[src/rtl/fetch_unit.sv]
// Fetch front end: owns the fetch PC, steps it on cache hits and buffers hits for decode.
// Latency: a hit reaches o_inst one cycle later if the queue is empty; o_pc_next is same-cycle.
// Backpressure: a full queue with no pop refuses the hit and holds the PC, so the cache re-presents it.
module fetch_unit #(
    parameter int                    ADDR_WIDTH = 26,
    parameter int                    DATA_WIDTH = 32,
    parameter int                    FQ_DEPTH   = 2,
    parameter logic [ADDR_WIDTH-1:0] RESET_PC   = '0
) (
    input  logic                  clk,
    input  logic                  rst,
    output logic [ADDR_WIDTH-1:0] o_pc_current,
    output logic [ADDR_WIDTH-1:0] o_pc_next,
    input  logic                  i_cache_valid,
    input  logic [DATA_WIDTH-1:0] i_cache_data,
    input  logic                  i_redirect_valid,
    input  logic [ADDR_WIDTH-1:0] i_redirect_pc,
    output logic                  o_inst_valid,
    output logic [DATA_WIDTH-1:0] o_inst,
    output logic [ADDR_WIDTH-1:0] o_inst_pc,
    input  logic                  i_dec_ready,
    output logic [31:0]           o_miss_cycles
);
    localparam int PTR_W = (FQ_DEPTH > 1) ? $clog2(FQ_DEPTH) : 1;
    localparam int CNT_W = $clog2(FQ_DEPTH) + 1;
    localparam logic [CNT_W-1:0]      DEPTH_CNT  = CNT_W'(FQ_DEPTH);
    localparam logic [ADDR_WIDTH-1:0] ALIGN_MASK = ~(ADDR_WIDTH'(3));

    typedef struct packed {
        logic [ADDR_WIDTH-1:0] pc;
        logic [DATA_WIDTH-1:0] inst;
    } fq_entry_t;

    logic [ADDR_WIDTH-1:0] pc_current_q, pc_next_d;
    fq_entry_t             fq_mem_q [FQ_DEPTH];
    fq_entry_t             fq_mem_d [FQ_DEPTH];
    logic [PTR_W-1:0]      rd_ptr_q, rd_ptr_d;
    logic [PTR_W-1:0]      wr_ptr_q, wr_ptr_d;
    logic [CNT_W-1:0]      count_q, count_d;
    logic [31:0]           miss_cycles_q, miss_cycles_d;
    logic                  pop, accept;

    assign pop    = (count_q != '0) & i_dec_ready;
    assign accept = i_cache_valid & ~i_redirect_valid & ((count_q != DEPTH_CNT) | pop);

    always_comb begin
        pc_next_d = pc_current_q;
        if (rst) begin
            pc_next_d = RESET_PC;
        end else if (i_redirect_valid) begin
            pc_next_d = i_redirect_pc & ALIGN_MASK;
        end else if (accept) begin
            pc_next_d = pc_current_q + ADDR_WIDTH'(4);
        end
    end

    always_comb begin
        fq_mem_d = fq_mem_q;
        rd_ptr_d = rd_ptr_q;
        wr_ptr_d = wr_ptr_q;
        count_d  = count_q;
        if (accept) begin
            fq_mem_d[wr_ptr_q] = '{pc: pc_current_q, inst: i_cache_data};
        end
        // A redirect flushes everything; a coincident pop needs no bookkeeping.
        if (i_redirect_valid) begin
            rd_ptr_d = '0;
            wr_ptr_d = '0;
            count_d  = '0;
        end else begin
            if (accept) wr_ptr_d = wr_ptr_q + PTR_W'(1);
            if (pop)    rd_ptr_d = rd_ptr_q + PTR_W'(1);
            case ({accept, pop})
                2'b10:   count_d = count_q + CNT_W'(1);
                2'b01:   count_d = count_q - CNT_W'(1);
                default: count_d = count_q;
            endcase
        end
    end

    always_comb begin
        miss_cycles_d = miss_cycles_q;
        if (!i_cache_valid && miss_cycles_q != 32'hFFFF_FFFF) begin
            miss_cycles_d = miss_cycles_q + 32'd1;
        end
    end

    always_ff @(posedge clk) begin
        if (rst) begin
            pc_current_q  <= RESET_PC;
            rd_ptr_q      <= '0;
            wr_ptr_q      <= '0;
            count_q       <= '0;
            miss_cycles_q <= '0;
        end else begin
            pc_current_q  <= pc_next_d;
            rd_ptr_q      <= rd_ptr_d;
            wr_ptr_q      <= wr_ptr_d;
            count_q       <= count_d;
            miss_cycles_q <= miss_cycles_d;
        end
    end

    // Entry storage carries no reset; validity is tracked solely by count_q.
    always_ff @(posedge clk) begin
        fq_mem_q <= fq_mem_d;
    end

    assign o_pc_current  = pc_current_q;
    assign o_pc_next     = pc_next_d;
    assign o_inst_valid  = (count_q != '0);
    assign o_inst        = fq_mem_q[rd_ptr_q].inst;
    assign o_inst_pc     = fq_mem_q[rd_ptr_q].pc;
    assign o_miss_cycles = miss_cycles_q;
endmodule

[config.mk]
export PLATFORM = sky130hd
export DESIGN_NAME = fetch_unit
export DESIGN_NICKNAME = d
export VERILOG_FILES = /design/src/rtl/fetch_unit.sv
export SDC_FILE = /design/constraint.sdc
export NUM_CORES = 1
export LEC_CHECK = 0
export BUFFER_PORTS_ARGS = -buffer_cell sky130_fd_sc_hd__buf_2
export CAP_MARGIN = 20
export CORE_MARGIN = 8
export CORE_UTILIZATION = 25
export CTS_BUF_LIST = sky130_fd_sc_hd__clkbuf_8 sky130_fd_sc_hd__clkbuf_16
export DETAILED_ROUTE_END_ITERATION = 8
export GPL_ROUTABILITY_DRIVEN = 0
export GPL_TIMING_DRIVEN = 0
export SLEW_MARGIN = 20
export SYNTH_ARGS = -nofsm -noshare
export SYNTH_HDL_FRONTEND = slang
export SYNTH_SLANG_ARGS = --single-unit
[constraint.sdc]
create_clock -name clk -period 4.9 [get_ports clk]
set_clock_uncertainty 0.1 [all_clocks]
set_input_delay 0.245 -clock clk [delete_from_list [all_inputs] [get_ports clk]]
set_output_delay 0.245 -clock clk [all_outputs]
set_load 0.1 [all_outputs]
==> flow_summary_export.csv, run 1 <==
group,metric,value,unit
outcome,status,"complete, no violations",
placed_design,hpwl,18000,µm
die,start_util,25.2,%
routing,drt_pass1_iterations,4,
min_path,hp-class,"in -> reg",
worst_setup_path,end_kind,"primary output",
power_and_ir_drop,switching_share,32.7,%
synthesis,synth-async-reset-ratio,0,%
die,rows,64,
power_and_ir_drop,p_switching,1.21,mW
power_and_ir_drop,power,3.71,mW
worst_setup_path,cp-start-kind,"flop",
power_and_ir_drop,powerDensity,361,mW/mm²
synthesis,ys_ff_latch,178,
power_and_ir_drop,pwr-share-clk,37.4,%
sta,tightest_slew,0.748,ns
routing,avgViaCountPerCell,4.65,
synthesis,yosys_warnings,0,
die,die_y,191,µm
synthesis,syn_nets,676,
synthesis,ys_seq_area_share,62.0,%
synthesis,ys.flop_type,"edfxtp_1",
sta,finalHoldViolations,0,
routing,drtIter0Drc,273,
worst_setup_path,cp_top_family,"simple AND/OR/NAND/NOR gates",
cells_and_area,fin_area,0.0103,mm²
sta,period_needed,3.54,ns
clocking,cts_buffer_depth,2,
die,core,0.0303,mm²
clocking,htree_levels,4,
placed_design,portBuffers,202,
sta,post-route-period-util,72.1,%
routing,finalWirelength,23700,µm
cells_and_area,fin_nets,942,
sta,maxSlewViolCount,0,
worst_setup_path,critical_path_buf_inv_count,2,
clocking,numCtsBuffers,17,
routing,route.detailed.drc,0,
worst_setup_path,crit_slowest_cell,"nor4_1",
global_route,grt_max_degree,25,
sta,max_freq,0.283,GHz
power_and_ir_drop,vdd_drop_max,196,µV
clocking,post_cts.repair.setup_buffers,0,
synthesis,synth.distinct_cells,51,
cells_and_area,final_common_cell,"buf_2",
clocking,ctsHoldBuffers,39,
routing,antenna_left,0,
worst_setup_path,cp_data_required_time,4.55,ns
clocking,path_clk_slew,0.07,ns
clocking,cts.sinks,178,
power_and_ir_drop,comb_power_share,17.5,%
synthesis,synth_edf_count,116,
die,fp.dieArea,0.0363,mm²
synthesis,syn_avg_cell_area,12.5,µm²
global_route,grt_use_total,12.8,%
cells_and_area,layout_common_cells,"buf_2, edfxtp_1, dfxtp_1",
synthesis,synthesis.area,0.00762,mm²
worst_setup_path,critPathKind,"reg -> out",
worst_setup_path,crit_path_frequent_cell,"buf_2",
global_route,grt-ovfl-total,0,
worst_setup_path,r2r_setup_slack,2.28,ns
cells_and_area,area_growth,35.2,%
sta,fin_hold_ws,0.0217,ns
worst_setup_path,worst_path_largest_cell_delay,0.66,ns
worst_setup_path,crit_arrival,3.19,ns
worst_setup_path,crit_chain,"and4_1, buf_2, nand4_2, nor4_1, nor3_1, a2111oi_2, buf_2",
placed_design,placed_cells,1215,
run,cap_viol_max_count,0,
cells_and_area,drive_gt1_share,35.7,%
power_and_ir_drop,internal_power,2.50,mW
routing,wire_per_inst,18.4,µm
clocking,cts_root_buf,"clkbuf_16",
placed_design,placed_area,0.00932,mm²
synthesis,syn_inst,611,
cells_and_area,final_util,34.0,%
sta,slew_headroom,50.1,%
global_route,grt_pass1_vias,6054,
die,ioPinCount,206,
routing,via_count,5981,
sta,rsz0062_at_grt,"no",
power_and_ir_drop,seq_power_share,45.2,%
clocking,cts_tree,"done",
clocking,insertion_delay,0.42,ns
global_route,grt_pass1_wl,35500,µm
cells_and_area,final.fill_count,3107,
power_and_ir_drop,leakagePower,3.84,nW
worst_setup_path,worst-path-max-fanout,9,
sta,setup_violations,0,
global_route,antenna_found_initial,3,
cells_and_area,final_cells,1287,
die,fp.dieW,191,µm
clocking,cts_resized,0,
## area by class of cell
| type | instances | area [µm²] | share of cell area, % |
|---|---|---|---|
| antenna | 1 | 2.50 | 0.0243 |
| buffer | 32 | 126 | 1.23 |
| clock buffer | 17 | 425 | 4.13 |
| clock inverter | 15 | 161 | 1.57 |
| inverter | 10 | 37.5 | 0.364 |
| multi-input combinational | 391 | 2780 | 26.9 |
| sequential | 178 | 4720 | 45.9 |
| tap | 396 | 495 | 4.81 |
| timing repair buffer | 247 | 1550 | 15.1 |
## metal layers
layer | part of all wire [%] | vias up | GRT usage [%]
li1 | - | 2914 | -
met1 | 43 | 2896 | 15.2
met2 | 49 | 145 | 21.8
met3 | 6.3 | 22 | 3.86
met4 | 1.6 | 4 | 4.06
met5 | 0.097 | - | 0
## per-stage QoR
| stage | TNS (ns) | worst slack [ns] |
|---|---|---|
| global route | 0 | 1.17 |
| finish | 0 | 1.36 |
| global placement | -141.24 | -1.23 |
| floorplan | 0 | 0.136 |
| CTS | 0 | 1.32 |
| detailed placement | 0 | 1.80 |
## cell families after synthesis
logic type                 count (synthesis)  synth area share [%]
adders and majority gates                  2                 0.328
and+or+nand+nor                          198                  14.4
buffers and inverters                     42                  2.15
DFF                                      178                  62.0
muxes                                     64                  9.38
xor gates and xnor gates                  16                  1.84
AOI/OAI and AO/OA                        111                  9.84
## power groups by stage
stage / Sequential (mW) / Combinational, mW / Clock (mW)
2_1_floorplan: 1.81 / 0.389 / 0
3_3_place_gp: 1.72 / 0.614 / 0
3_5_place_dp: 1.71 / 0.629 / 0
4_1_cts: 1.68 / 0.656 / 1.43
5_1_grt: 1.69 / 0.676 / 1.49
6_report: 1.68 / 0.648 / 1.39
## synth_stat cells, types with 9 or more instances
| master | instances | area (µm²) |
|---|---|---|
| nand4_1 | 11 | 68.8 |
| edfxtp_1 | 116 | 3480 |
| o21ai_0 | 19 | 95.1 |
| and3_1 | 9 | 56.3 |
| o31ai_1 | 9 | 67.6 |
| or3_1 | 15 | 93.8 |
| nand3_1 | 24 | 120 |
| mux2_2 | 58 | 653 |
| inv_1 | 10 | 37.5 |
| nor2_1 | 39 | 146 |
| nor2b_1 | 9 | 56.3 |
| clkbuf_1 | 24 | 90.1 |
| dfxtp_1 | 62 | 1240 |
| nor4_1 | 12 | 75.1 |
| a21oi_1 | 33 | 165 |
| nor3_1 | 16 | 80.1 |
| a211oi_1 | 15 | 113 |
| xnor2_1 | 14 | 123 |
| or4_1 | 9 | 67.6 |
| nand2_1 | 32 | 120 |
| a2111oi_0 | 11 | 96.3 |
## sequential cells by signal (all words and copies together), names as in the netlist
name	count
rd_ptr_q	1
wr_ptr_q	1
o_pc_current	26
fq_mem_q	116
o_miss_cycles	32
count_q	2
## worst paths after layout
| check | startpoint | endpoint | cells after the start |
|---|---|---|---|
| setup / recovery | o_pc_current[5]$_SDFF_PP0_ | o_pc_next[23] | 7 |
| hold / removal | i_redirect_pc[19] | o_pc_current[19]$_SDFF_PP0_ | 2 |
| setup reg to reg | o_miss_cycles[0]$_SDFFE_PP0P_ | o_miss_cycles[1]$_SDFFE_PP0P_ | 7 |
| hold reg to reg | o_pc_current[0]$_SDFF_PP0_ | fq_mem_q[32]$_DFFE_PP_ | 0 |
Note: power is estimated with default switching activity, not from simulation.
==> inputs of run 2 (changes only) <==
==> constraint.sdc (replaced) <==
create_clock -name clk -period 2.9 [get_ports clk]
set_clock_uncertainty 0.1 [all_clocks]
set_input_delay 0.145 -clock clk [delete_from_list [all_inputs] [get_ports clk]]
set_output_delay 0.145 -clock clk [all_outputs]
set_load 0.1 [all_outputs]
==> run 2 against run 1 <==
- sequential power rose by 69%
- routed wire length increased by 0.94%
- core utilization up 2.0 points
- total power rose by 65%
- critical endpoint is now o_pc_next[25]
- largest power group unchanged
==> flow_summary_export.csv, run 2 (synthesis gave the netlist of run 1 again) <==
group,metric,value,unit
global_route,grt_pass1_vias,6122,
die,core,0.0303,mm²
placed_design,portBuffers,202,
sta,period_needed,2.79,ns
cells_and_area,largest_reg_flops,116,
worst_setup_path,critPathKind,"reg -> out",
cells_and_area,final.fill_count,3042,
worst_setup_path,reg2reg_depth,7,
clocking,cts.sinks,178,
sta,tightest_slew,0.975,ns
cells_and_area,drive_gt1_share,42.6,%
power_and_ir_drop,vdd_drop_max,360,µV
worst_setup_path,crit_path_frequent_cell,"buf_4",
placed_design,hpwl,17900,µm
sta,rsz0062_at_grt,"yes",
die,start_util,25.2,%
sta,post-route-period-util,96.1,%
clocking,numCtsBuffers,17,
global_route,grt-ovfl-total,0,
worst_setup_path,crit_arrival,2.54,ns
outcome,status,"complete, no violations",
cells_and_area,top_register,"fq_mem_q",
sta,maxSlewViolCount,0,
placed_design,placed_cells,1215,
routing,drtIter0Drc,319,
min_path,hp-class,"in -> reg",
worst_setup_path,worst-path-max-fanout,8,
die,die_y,191,µm
routing,antenna_left,0,
sta,setup_violations,0,
global_route,grt_use_total,13.1,%
sta,finalHoldViolations,0,
cells_and_area,final_cells,1299,
clocking,cts_root_buf,"clkbuf_16",
global_route,grt_pass1_wl,36400,µm
sta,fin_hold_ws,0.0205,ns
worst_setup_path,cp_data_required_time,2.65,ns
clocking,htree_levels,4,
run,cap_viol_max_count,0,
power_and_ir_drop,leakagePower,4.01,nW
routing,via_count,6066,
power_and_ir_drop,powerDensity,564,mW/mm²
worst_setup_path,end_kind,"primary output",
die,fp.dieW,191,µm
cells_and_area,layout_common_cells,"buf_2, edfxtp_1, mux2_2",
worst_setup_path,crit_chain,"and4_1, buf_4, nand4_4, buf_6, nor3_1, mux2i_1, nor3_4, buf_4",
cells_and_area,fin_nets,954,
worst_setup_path,path_depth,8,
worst_setup_path,crit_slowest_cell,"dfxtp_4",
sta,max_freq,0.359,GHz
worst_setup_path,cp_top_family,"simple AND/OR/NAND/NOR gates",
clocking,cts_tree,"done",
routing,finalWirelength,23900,µm
die,fp.dieArea,0.0363,mm²
cells_and_area,area_growth,43.0,%
worst_setup_path,cp-start-kind,"flop",
cells_and_area,final_common_cell,"buf_2",
clocking,insertion_delay,0.44,ns
sta,slew_headroom,35.0,%
global_route,grt_max_degree,22,
min_path,holdPathStages,3,
routing,route.detailed.drc,0,
clocking,path_clk_slew,0.07,ns
global_route,antenna_found_initial,1,
routing,drt_pass1_iterations,5,
sta,fin_setup_tns,0,ns
routing,wire_per_inst,18.4,µm
worst_setup_path,critical_path_buf_inv_count,3,
die,ioPinCount,206,
die,rows,64,
routing,avgViaCountPerCell,4.67,
worst_setup_path,worst_path_largest_cell_delay,0.40,ns
clocking,cts_buffer_depth,2,
## run 2: changes by cell type in the layout (fill, tap and decap cells not counted), sizes merged
cell	change
clkbuf	+3
clkinv	+2
dlygate4sd3	+8
bufinv	-1
clkinvlp	+2
buf	+1
inv	-3
## run 2: layer usage
metal | global-route usage, % | share of wire, %
met5 | 0 | 0
met2 | 21.6 | 49
met1 | 15.9 | 41
met4 | 4.33 | 2.0
met3 | 4.24 | 7.4
## run 2: path summary, 6_finish.rpt
path	slack, ns	start	endpoint
max	0.11	o_pc_current[5]$_SDFF_PP0_	o_pc_next[25]
min	0.02	i_redirect_pc[18]	o_pc_current[18]$_SDFF_PP0_
max reg2reg	0.35	o_miss_cycles[0]$_SDFFE_PP0P_	o_miss_cycles[1]$_SDFFE_PP0P_
min reg2reg	0.39	o_pc_current[0]$_SDFF_PP0_	fq_mem_q[90]$_DFFE_PP_
## run 2: cell type report
cell class / instances / area (µm²) / share of cell area (%)
antenna: 1 / 2.50 / 0.0230
buffer: 31 / 129 / 1.18
clock buffer: 17 / 425 / 3.91
clock inverter: 15 / 109 / 0.999
inverter: 10 / 37.5 / 0.345
multi-input combinational: 391 / 3110 / 28.6
sequential: 178 / 4810 / 44.2
tap: 396 / 495 / 4.55
timing repair buffer: 260 / 1770 / 16.2
## run 2: what timing repair did
| item | in CTS | in global routing |
|---|---|---|
| buffers inserted | 3 | 2 |
| setup endpoints to repair | 26 | 18 |
| pin swaps | 3 | 5 |
| resized for setup | 21 | 19 |
| hold buffers | 46 | 1 |
| endpoints found under the hold margin | 78 | 1 |
## run 2: tightest hold or removal path, cell delays in order
cell and delay (ns):
buf_2 0.09, nor2_1 0.07, a211oi_1 0.19
## run 2: where the power goes
group	total (mW)	internal [mW]	switching (mW)
sequential	2.84	2.77	0.0637
clock	2.14	1.10	1.04
combinational	1.17	0.262	0.906
## run 2: metrics by stage
stage | power (mW) | util [%] | setup slack, ns | area (µm²)
CTS | 6.22 | 35.7 | 0.00243 | 10800
floorplan | 3.75 | - | -0.207 | 8060
detailed placement | 4.00 | 32.2 | 0.0693 | 9740
finish | 6.15 | 36.0 | 0.113 | 10900
global route | 6.39 | 36.0 | -0.0567 | 10900
global placement | 3.97 | 31.6 | -1.42 | 9570
